### src/rtl/trng_collector.sv
`default_nettype none
// ============================================================================
// trng_collector - ring-oscillator entropy harvester: sync, XOR-combine,
// optional von Neumann debias, repetition-count health test, word packing.
// Revision: 1.0
// ============================================================================
module trng_collector #(
  parameter int N_CH       = 2,
  parameter int WORD_W     = 32,
  parameter int SAMPLE_DIV = 8,
  parameter int WARMUP_CYC = 64,
  parameter int REP_LIMIT  = 32
) (
  input  logic              clk_i,
  input  logic              rst_i,
  input  logic              en_i,
  input  logic              debias_en_i,
  input  logic [N_CH-1:0]   entropy_i,
  input  logic              clear_fail_i,
  output logic              osc_rst_o,
  output logic [WORD_W-1:0] data_o,
  output logic              valid_o,
  input  logic              ready_i,
  output logic              health_fail_o
);

  localparam int c_div_w = $clog2(SAMPLE_DIV);
  localparam int c_wu_w  = (WARMUP_CYC > 1) ? $clog2(WARMUP_CYC) : 1;
  localparam int c_cnt_w = $clog2(WORD_W + 1);
  localparam int c_rep_w = $clog2(REP_LIMIT + 1);

  typedef enum logic [1:0] {
    S_IDLE   = 2'd0,
    S_WARMUP = 2'd1,
    S_RUN    = 2'd2,
    S_FAIL   = 2'd3
  } state_t;

  logic [N_CH-1:0]    sync1_q, sync2_q;
  state_t             state_q, state_d;
  logic               osc_rst_q, osc_rst_d;
  logic [WORD_W-1:0]  data_q, data_d;
  logic               valid_q, valid_d;
  logic               fail_q, fail_d;
  logic [c_div_w-1:0] div_q, div_d;
  logic [c_wu_w-1:0]  wu_q, wu_d;
  logic [WORD_W-1:0]  acc_q, acc_d;
  logic [c_cnt_w-1:0] cnt_q, cnt_d;
  logic               pair_vld_q, pair_vld_d;
  logic               pair_bit_q, pair_bit_d;
  logic               dbmode_q, dbmode_d;
  logic               prev_q, prev_d;
  logic [c_rep_w-1:0] rep_q, rep_d;

  logic               w_raw, w_strobe, w_emit, w_emit_bit, w_pair_v, w_full;
  logic [c_rep_w-1:0] w_rep_next;
  logic [WORD_W-1:0]  w_shift;

  // Two-flop synchroniser per free-running oscillator channel.
  always_ff @(posedge clk_i or posedge rst_i) begin
    if (rst_i) begin
      sync1_q <= '0;
      sync2_q <= '0;
    end else begin
      sync1_q <= entropy_i;
      sync2_q <= sync1_q;
    end
  end

  assign w_raw    = ^sync2_q;
  assign w_strobe = (state_q == S_RUN) && (div_q == c_div_w'(SAMPLE_DIV - 1));
  assign w_full   = (cnt_q == c_cnt_w'(WORD_W));

  always_comb begin
    state_d    = state_q;
    osc_rst_d  = osc_rst_q;
    data_d     = data_q;
    valid_d    = valid_q;
    fail_d     = fail_q;
    div_d      = div_q;
    wu_d       = wu_q;
    acc_d      = acc_q;
    cnt_d      = cnt_q;
    pair_vld_d = pair_vld_q;
    pair_bit_d = pair_bit_q;
    dbmode_d   = dbmode_q;
    prev_d     = prev_q;
    rep_d      = rep_q;
    w_emit     = 1'b0;
    w_emit_bit = 1'b0;
    w_pair_v   = 1'b0;
    w_rep_next = '0;
    w_shift    = '0;

    if (!en_i) begin
      state_d   = S_IDLE;
      osc_rst_d = 1'b1;
      valid_d   = 1'b0;
      cnt_d     = '0;
      acc_d     = '0;
    end else begin
      case (state_q)
        S_IDLE: begin
          state_d   = S_WARMUP;
          osc_rst_d = 1'b0;
          wu_d      = '0;
        end
        S_WARMUP: begin
          if (wu_q == c_wu_w'(WARMUP_CYC - 1)) begin
            state_d    = S_RUN;
            div_d      = '0;
            cnt_d      = '0;
            pair_vld_d = 1'b0;
            rep_d      = '0;
            prev_d     = 1'b0;
          end else begin
            wu_d = wu_q + c_wu_w'(1);
          end
        end
        S_RUN: begin
          div_d = w_strobe ? '0 : div_q + c_div_w'(1);
          if (w_strobe) begin
            w_rep_next = (w_raw == prev_q) ? rep_q + c_rep_w'(1) : c_rep_w'(1);
            rep_d      = w_rep_next;
            prev_d     = w_raw;
            if (w_rep_next == c_rep_w'(REP_LIMIT)) begin
              state_d   = S_FAIL;
              osc_rst_d = 1'b1;
              fail_d    = 1'b1;
              valid_d   = 1'b0;
              acc_d     = '0;
              cnt_d     = '0;
            end else begin
              dbmode_d = debias_en_i;
              // A mode change abandons any half-collected pair.
              w_pair_v = pair_vld_q && (debias_en_i == dbmode_q);
              if (!debias_en_i) begin
                w_emit     = 1'b1;
                w_emit_bit = w_raw;
                pair_vld_d = 1'b0;
              end else if (!w_pair_v) begin
                pair_vld_d = 1'b1;
                pair_bit_d = w_raw;
              end else begin
                pair_vld_d = 1'b0;
                w_emit     = (pair_bit_q != w_raw);
                w_emit_bit = pair_bit_q;
              end
            end
          end

          if (state_d == S_RUN) begin
            w_shift = {acc_q[WORD_W-2:0], w_emit_bit};
            if (w_full && (!valid_q || ready_i)) begin
              data_d  = acc_q;
              valid_d = 1'b1;
              if (w_emit) begin
                acc_d = w_shift;
                cnt_d = c_cnt_w'(1);
              end else begin
                cnt_d = '0;
              end
            end else begin
              if (valid_q && ready_i) valid_d = 1'b0;
              if (w_emit && !w_full) begin
                acc_d = w_shift;
                cnt_d = cnt_q + c_cnt_w'(1);
              end
            end
          end
        end
        S_FAIL: begin
          if (clear_fail_i) begin
            state_d   = S_WARMUP;
            osc_rst_d = 1'b0;
            fail_d    = 1'b0;
            wu_d      = '0;
          end
        end
        default: begin
          state_d   = S_IDLE;
          osc_rst_d = 1'b1;
        end
      endcase
    end
  end

  always_ff @(posedge clk_i or posedge rst_i) begin
    if (rst_i) begin
      state_q    <= S_IDLE;
      osc_rst_q  <= 1'b1;
      data_q     <= '0;
      valid_q    <= 1'b0;
      fail_q     <= 1'b0;
      div_q      <= '0;
      wu_q       <= '0;
      acc_q      <= '0;
      cnt_q      <= '0;
      pair_vld_q <= 1'b0;
      pair_bit_q <= 1'b0;
      dbmode_q   <= 1'b0;
      prev_q     <= 1'b0;
      rep_q      <= '0;
    end else begin
      state_q    <= state_d;
      osc_rst_q  <= osc_rst_d;
      data_q     <= data_d;
      valid_q    <= valid_d;
      fail_q     <= fail_d;
      div_q      <= div_d;
      wu_q       <= wu_d;
      acc_q      <= acc_d;
      cnt_q      <= cnt_d;
      pair_vld_q <= pair_vld_d;
      pair_bit_q <= pair_bit_d;
      dbmode_q   <= dbmode_d;
      prev_q     <= prev_d;
      rep_q      <= rep_d;
    end
  end

  assign osc_rst_o     = osc_rst_q;
  assign data_o        = data_q;
  assign valid_o       = valid_q;
  assign health_fail_o = fail_q;

endmodule
`default_nettype wire

### config.mk
export PLATFORM = sky130hd
export DESIGN_NAME = trng_collector
export DESIGN_NICKNAME = d
export VERILOG_FILES = /design/src/rtl/trng_collector.sv
export SDC_FILE = /design/constraint.sdc
export NUM_CORES = 1
export LEC_CHECK = 0
export CORE_AREA = 4 4 116 96
export CTS_CLUSTER_SIZE = 10
export DETAILED_ROUTE_END_ITERATION = 8
export DIE_AREA = 0 0 120 100
export PLACE_DENSITY = 0.66
export RECOVER_POWER = 25
export SLEW_MARGIN = 20
export SYNTH_ARGS = -nofsm -noshare
export SYNTH_HDL_FRONTEND = slang
export SYNTH_SLANG_ARGS = --single-unit
### constraint.sdc
create_clock -name clk_i -period 3.9 [get_ports clk_i]
set_input_delay 0.78 -clock clk_i [delete_from_list [all_inputs] [get_ports clk_i]]
set_output_delay 0.78 -clock clk_i [all_outputs]
set_load 0.02 [all_outputs]
# After elaboration in Yosys (flattened, before gate mapping)
# Cells that the tools add are included.
dict set report word_totals {
  ff_bits 98
  inputBits 8
  out_inout_bits 35
}
dict set report classes {
  add_sub_neg 4
  n_eq_ne 24
  muxes 65
  bitwise 2
  n_reduce_logical 24
}
# operator n
set op_table {}
lappend op_table {{two-way mux 32 bit} 8}
lappend op_table {{two-way mux 6 bit} 11}
lappend op_table {{two-way mux 1 bit} 28}
lappend op_table {{one-hot mux 6 bit (2 select lines)} 2}
lappend op_table {{AND reduction 4 bit} 5}
lappend op_table {{adder 6 x 1 -> 6 bit, second input constant} 3}
lappend op_table {{equality test 6 bit, second input constant} 3}
lappend op_table {{one-hot mux 6 bit (3 select lines)} 1}
lappend op_table {{two-way mux 2 bit} 7}
lappend op_table {{inequality test 2 bit, second input constant} 5}
lappend op_table {{AND reduction 5 bit} 2}
lappend op_table {{inequality test 3 bit, second input constant} 3}
lappend op_table {{one-hot mux 2 bit (4 select lines)} 1}
lappend op_table {{equality test 2 bit, second input constant} 3}
lappend op_table {{two-way mux 3 bit} 2}
lappend op_table {{one-hot mux 1 bit (2 select lines)} 3}
lappend op_table {{one-hot mux 3 bit (2 select lines)} 1}
lappend op_table {{AND reduction 6 bit} 1}
lappend op_table {{logical AND 1 bit} 5}
lappend op_table {{inequality test 2 x 1 -> 1 bit, second input constant} 2}
lappend op_table {{inequality test 4 x 1 -> 1 bit, second input constant} 1}
lappend op_table {{AND reduction 2 bit} 2}
lappend op_table {{nonzero test 2 bit} 2}
lappend op_table {{adder 3 x 1 -> 3 bit, second input constant} 1}
lappend op_table {{14 further kinds} 17}

# Depth between registers and ports, before layout
dict set report logic_depth {
  word_depth 14
  depth_mapped 10
  depth_no_buf 8
}

# Worst setup path after synthesis
# OpenSTA, ideal clock, no wires.
dict set report synth_timing {
  path_type {flip-flop to flip-flop}
  from {reg rep_q[0]}
  to {reg data_q[22] (netlist: data_o[22])}
  setup_ns 0.125
  arrival_time_ns 2.348
  required_ns 3.775
  setup_slack_ns 1.428
  path_stages_with_launch 10
  n_path_buf 2
  cell_sequence {dfrtp_1 > ha_1 > a31o_1 > a2111o_1 > a211o_4 > nor2_1 > or3_1 > buf_4 > buf_6 > mux2_2}
}
dict set report synth_via {
  elab_chain_cells 9
}
# item line_no
set synth_rtl {}
lappend synth_rtl {{from (decl)} 53} ;# logic [c_rep_w-1:0] rep_q, rep_d;
lappend synth_rtl {{from (signal assigned)} 218} ;# rep_q <= rep_d;
lappend synth_rtl {{adder 6 x 1 -> 6 bit} 123} ;# w_rep_next = (w_raw == prev_q) ? rep_q + c_rep_w'(1) : c_rep_w'(1);
lappend synth_rtl {{two-way mux 6 bit} 123}
lappend synth_rtl {{equality test 6 bit} 126} ;# if (w_rep_next == c_rep_w'(REP_LIMIT)) begin
lappend synth_rtl {{two-way mux 2 bit} 126}
lappend synth_rtl {{two-way mux 2 bit} 122} ;# if (w_strobe) begin
lappend synth_rtl {{two-way mux 2 bit} 102} ;# case (state_q)
lappend synth_rtl {{two-way mux 2 bit} 95} ;# if (!en_i) begin
lappend synth_rtl {{equality test 2 bit} 152} ;# if (state_d == S_RUN) begin
lappend synth_rtl {{AND reduction 4 bit (no source line)} n/a}
lappend synth_rtl {{to (signal assigned)} 207} ;# data_q <= data_d;
lappend synth_rtl {{to (decl)} 42} ;# logic [WORD_W-1:0] data_q, data_d;
# No other way between the ends. The select of a mux whose other input is x is not followed.
# A chain may end at the register's enable or synchronous reset.

# Worst setup path in the final report
dict set report layout_timing {
  from {reg sync2_q[1]}
  to {reg data_q[10] (netlist: data_o[10])}
}
dict set report layout_via {
  elab_chain_cells 10
}
# item line_no
set layout_rtl {}
lappend layout_rtl {{from (decl)} 39} ;# logic [N_CH-1:0] sync1_q, sync2_q;
lappend layout_rtl {{from (signal assigned)} 66} ;# sync2_q <= sync1_q;
lappend layout_rtl {{parity 2 bit} 70} ;# assign w_raw = ^sync2_q;
lappend layout_rtl {{equality test 1 bit} 123}
lappend layout_rtl {{two-way mux 6 bit} 123}
lappend layout_rtl {{equality test 6 bit} 126}
lappend layout_rtl {{two-way mux 2 bit} 126}
lappend layout_rtl {{two-way mux 2 bit} 122}
lappend layout_rtl {{two-way mux 2 bit} 102}
lappend layout_rtl {{two-way mux 2 bit} 95}
lappend layout_rtl {{equality test 2 bit} 152}
lappend layout_rtl {{AND reduction 4 bit (no source line)} n/a}
# No other way between the ends. The select of a mux whose other input is x is not followed.

==> impl_metrics.sql <==
INSERT INTO impl_metrics (metric_group, metric, value, unit) VALUES
('status', 'run_status', 'complete, no violations', ''),
('global_route', 'grt_remaining_overflow', '0', ''),
('placement', 'dp_hpwl', '5570', 'µm'),
('clocking', 'maximum_level_of_the_cts_h_tree', '3', ''),
('clocking', 'cts.path.max_buffers', '2', ''),
('clocking', 'post-cts-setup-buffer-count', '0', ''),
('finish', 'layout.cell_area.non_filler', '5280', 'µm²'),
('floorplanning', 'die-height', '100', 'µm'),
('finish', 'final_common_cell', 'sky130_fd_sc_hd__dfrtp_1', ''),
('clocking', 'cts.root.buffer_cell', 'sky130_fd_sc_hd__clkbuf_16', ''),
('yosys', 'postSynthAreaPerCell', '11.9', 'µm²'),
('placement', 'io_buffers', '42', ''),
('global_route', 'gr_usage_total', '0.148', ''),
('floorplanning', 'die_w', '120', 'µm'),
('clocking', 'cts.repair.resized', '0', ''),
('finish', 'nFillCells', '870', ''),
('routing', 'route.vias.total', '2963', ''),
('global_route', 'grt_pass1_wl', '14300', 'µm'),
('global_route', 'grt_max_degree', '66', ''),
('sta', 'tightest_slew', '0.801', 'ns'),
('power_and_ir_drop', 'power.density_cell_area', '480', 'nW/µm²'),
('yosys', 'synth-seq-cells', '98', ''),
('sta', 'grt_setup_unrepaired', 'no', ''),
('sta', 'layout_worst_path_cycle_share', '0.744', ''),
('placement', 'place_congestion', '0.826', ''),
('clocking', 'tritoncts.num_buffers', '9', ''),
('routing', 'antenna_left', '0', ''),
('hold_path', 'holdCritPathClass', 'flip-flop to flip-flop', ''),
('floorplanning', 'row_count', '33', ''),
('sta', 'timing.slew.headroom', '0.466', ''),
('worst_setup_path', 'cp_cell_sequence', 'xor3_2, a2111o_1, a211o_4, nor2_1, or3_1, buf_4, mux2_2', ''),
('routing', 'remaining_drc_errors', '0', ''),
('finish', 'most-common-layout-cells', '97 x sky130_fd_sc_hd__dfrtp_1, 39 x sky130_fd_sc_hd__clkdlybuf4s50_1, 34 x sky130_fd_sc_hd__a22o_1, 29 x sky130_fd_sc_hd__nand2_1, 29 x sky130_fd_sc_hd__mux2_2', ''),
('clocking', 'clkSlewWorstSetupHoldPaths', '0.07', 'ns'),
('yosys', 'number_of_enable_flip_flop_cells_after_synthesis', '0', ''),
('global_route', 'grt_pass1_vias', '2834', ''),
('clocking', 'clock_tree_from_tritoncts', 'built', ''),
('sta', 'hold_violations', '0', ''),
('floorplanning', 'ioPinCount', '43', ''),
('finish', 'area_delta_synth_final', '20.1', '%'),
('clocking', 'holdBufCountCts', '0', ''),
('worst_setup_path', 'critical_path_start_end_classification', 'flip-flop to flip-flop', ''),
('routing', 'avgViaCountPerCell', '5.38', ''),
('global_route', 'antenna_violations_before_repair', '0', ''),
('worst_setup_path', 'max_fo_critical_path', '32', ''),
('worst_setup_path', 'required', '4.12', 'ns'),
('worst_setup_path', 'cpMaxStageDelayCell', 'sky130_fd_sc_hd__xor3_2', ''),
('clocking', 'cts.sinks', '98', ''),
('routing', 'drt-pass1-iter-count', '4', ''),
('sta', 'clock.fmax', '345', 'MHz'),
('worst_setup_path', 'worstSetupEndpointType', 'flip-flop', ''),
('sta', 'final_max_tran_viols', '0', ''),
('yosys', 'netlist_instances', '369', ''),
('yosys', 'synth.cell_area', '4400', 'µm²'),
('yosys', 'synth_cell_types', '53', ''),
('yosys', 'syn-num-nets', '386', ''),
('power_and_ir_drop', 'leakage', '2.40', 'nW'),
('yosys', 'async_flop_share', '1.00', ''),
('yosys', 'yosysWarningCount', '0', ''),
('clocking', 'worstSkewPairLatency', '0.34', 'ns'),
('routing', 'routed_wl', '8440', 'µm'),
('finish', 'antenna_cells', '0', ''),
('worst_setup_path', 'cp.arrival', '3.12', 'ns'),
('sta', 'timing.setup.tns', '0', 'ns'),
('power_and_ir_drop', 'ir_drop', '267', 'µV'),
('sta', 'setup_violations', '0', ''),
('sta', 'finalClockSkew', '0.00578', 'ns'),
('floorplanning', 'initial_utilization', '0.438', ''),
('routing', 'wl_cell', '15.3', 'µm'),
('placement', 'place.detailed.instances', '535', ''),
('job', 'timing.max_cap.violations', '0', ''),
('yosys', 'synth_ff_type', 'sky130_fd_sc_hd__dfrtp_1', ''),
('finish', 'drive_above_1_share', '0.134', ''),
('routing', 'drt_iter0_drc', '194', ''),
('floorplanning', 'fp.dieArea', '12000', 'µm²'),
('sta', 'period_needed', '2.90', 'ns'),
('floorplanning', 'core-area', '10000', 'µm²'),
('finish', 'num-nets-final', '423', ''),
('finish', 'non_filler_instances', '551', ''),
('placement', 'place_area', '4900', 'µm²'),
('worst_setup_path', 'cp-start-kind', 'flip-flop', ''),
('yosys', 'yosysSeqAreaShare', '0.558', ''),
('worst_setup_path', 'max_stage_delay', '0.55', 'ns');
area by class of cell:
type	instances	area, µm²	share of cell area
Multi-Input combinational cell	237	1760	0.333
Timing Repair Buffer	46	463	0.0877
Sequential cell	98	2450	0.465
Clock inverter	6	136	0.0258
Tap cell	140	175	0.0332
Inverter	14	55.1	0.0104
Clock buffer	10	239	0.0453
flip-flops by register name, indices dropped and copies added, names as in the netlist:
signal,cells
rep_q,6
prev_q,1
osc_rst_o,1
state_q,2
acc_q,32
div_q,3
wu_q,6
pair_vld_q,1
cnt_q,6
sync2_q,2
valid_o,1
dbmode_q,1
data_o,32
pair_bit_q,1
health_fail_o,1
sync1_q,2
power by group:
group,internal [W],leakage [nW],switching (W)
Combinational,0.000122,0.873,0.000220
Sequential,0.00106,1.35,0.0000404
Clock,0.000711,0.179,0.000384
Total,0.00189,2.40,0.000645
routing by layer:
| layer | global-route usage | routed length [µm] |
|---|---|---|
| met5 | 0 | 0 |
| met4 | 0.0475 | 80 |
| met3 | 0.0383 | 302 |
| met2 | 0.225 | 3850 |
| met1 | 0.210 | 4210 |
cells in the mapped netlist, types with 2 or more instances:
cell type | instances | area, µm²
sky130_fd_sc_hd__a22oi_1 | 3 | 22.5
sky130_fd_sc_hd__a21oi_1 | 9 | 45.0
sky130_fd_sc_hd__nor2b_1 | 2 | 12.5
sky130_fd_sc_hd__o41ai_1 | 3 | 26.3
sky130_fd_sc_hd__and2_1 | 3 | 18.8
sky130_fd_sc_hd__inv_1 | 13 | 48.8
sky130_fd_sc_hd__nor3_1 | 8 | 40.0
sky130_fd_sc_hd__nand4_1 | 4 | 25.0
sky130_fd_sc_hd__o22a_1 | 4 | 35.0
sky130_fd_sc_hd__buf_6 | 7 | 78.8
sky130_fd_sc_hd__dfrtp_1 | 97 | 2430
sky130_fd_sc_hd__mux2_1 | 5 | 56.3
sky130_fd_sc_hd__buf_2 | 3 | 15.0
sky130_fd_sc_hd__nand3_1 | 12 | 60.1
sky130_fd_sc_hd__xor2_1 | 5 | 43.8
sky130_fd_sc_hd__nand2b_1 | 4 | 25.0
sky130_fd_sc_hd__a211oi_1 | 2 | 15.0
sky130_fd_sc_hd__a22o_1 | 34 | 298
sky130_fd_sc_hd__or3_1 | 4 | 25.0
sky130_fd_sc_hd__o211ai_1 | 3 | 22.5
sky130_fd_sc_hd__clkbuf_1 | 9 | 33.8
sky130_fd_sc_hd__mux2_2 | 29 | 327
sky130_fd_sc_hd__o21ai_0 | 17 | 85.1
sky130_fd_sc_hd__o21a_1 | 3 | 22.5
sky130_fd_sc_hd__and3_1 | 2 | 12.5
sky130_fd_sc_hd__nand2_1 | 29 | 109
sky130_fd_sc_hd__o31ai_1 | 2 | 15.0
sky130_fd_sc_hd__xnor2_1 | 2 | 17.5
sky130_fd_sc_hd__nor2_1 | 17 | 63.8
sky130_fd_sc_hd__a31oi_1 | 2 | 12.5
sky130_fd_sc_hd__nor4_1 | 2 | 12.5
sky130_fd_sc_hd__ha_1 | 9 | 113
through the flow:
stage | power (W) | hold slack (ns) | worst slack [ns] | util
finish | 0.00254 | 0.360 | 1.00 | 0.526
global route | 0.00266 | 0.368 | 0.891 | 0.526
CTS | 0.00256 | 0.363 | 0.980 | 0.526
detailed placement | 0.00146 | 0.338 | 0.787 | 0.489
global placement | 0.00145 | 0.335 | 0.884 | 0.489
floorplan | 0.00136 | 0.331 | 0.560 | -
final timing paths:
path	from	end	slack, ns	cells past startpoint
worst min-delay path	sync1_q[0]	sync2_q[0]	0.36	0
worst max register to register	sync2_q[1]	data_o[10]	1.0	7
min in group asynchronous	rst_i	data_o[27]	1.08	2
worst min register to register	sync1_q[0]	sync2_q[0]	0.36	0
max in group asynchronous	rst_i	data_o[11]	2.16	3
worst max-delay path	sync2_q[1]	data_o[10]	1.0	7
kinds of logic (layout without fill, tap and decap cells):
group / Yosys count / count (layout) / share of synthesized area
AO/OA/AOI/OAI: 95 / 95 / 0.164
XOR/XNOR: 9 / 9 / 0.0248
adder cells (fa/ha/maj): 9 / 9 / 0.0256
buffers and inverters: 34 / 76 / 0.0427
flip-flops: 98 / 98 / 0.558
multiplexers: 34 / 34 / 0.0871
AND/OR/NAND/NOR: 90 / 90 / 0.0982
worst max-delay path: cells and delay by family, from the launching register on:
family	cells	cell delay, ns
compound gates	2	0.67
xor+xnor	1	0.55
buf+inv	1	0.38
flops	1	0.42
mux	1	0.39
simple gates	2	0.37
Power figures use the tool's default switching activity.
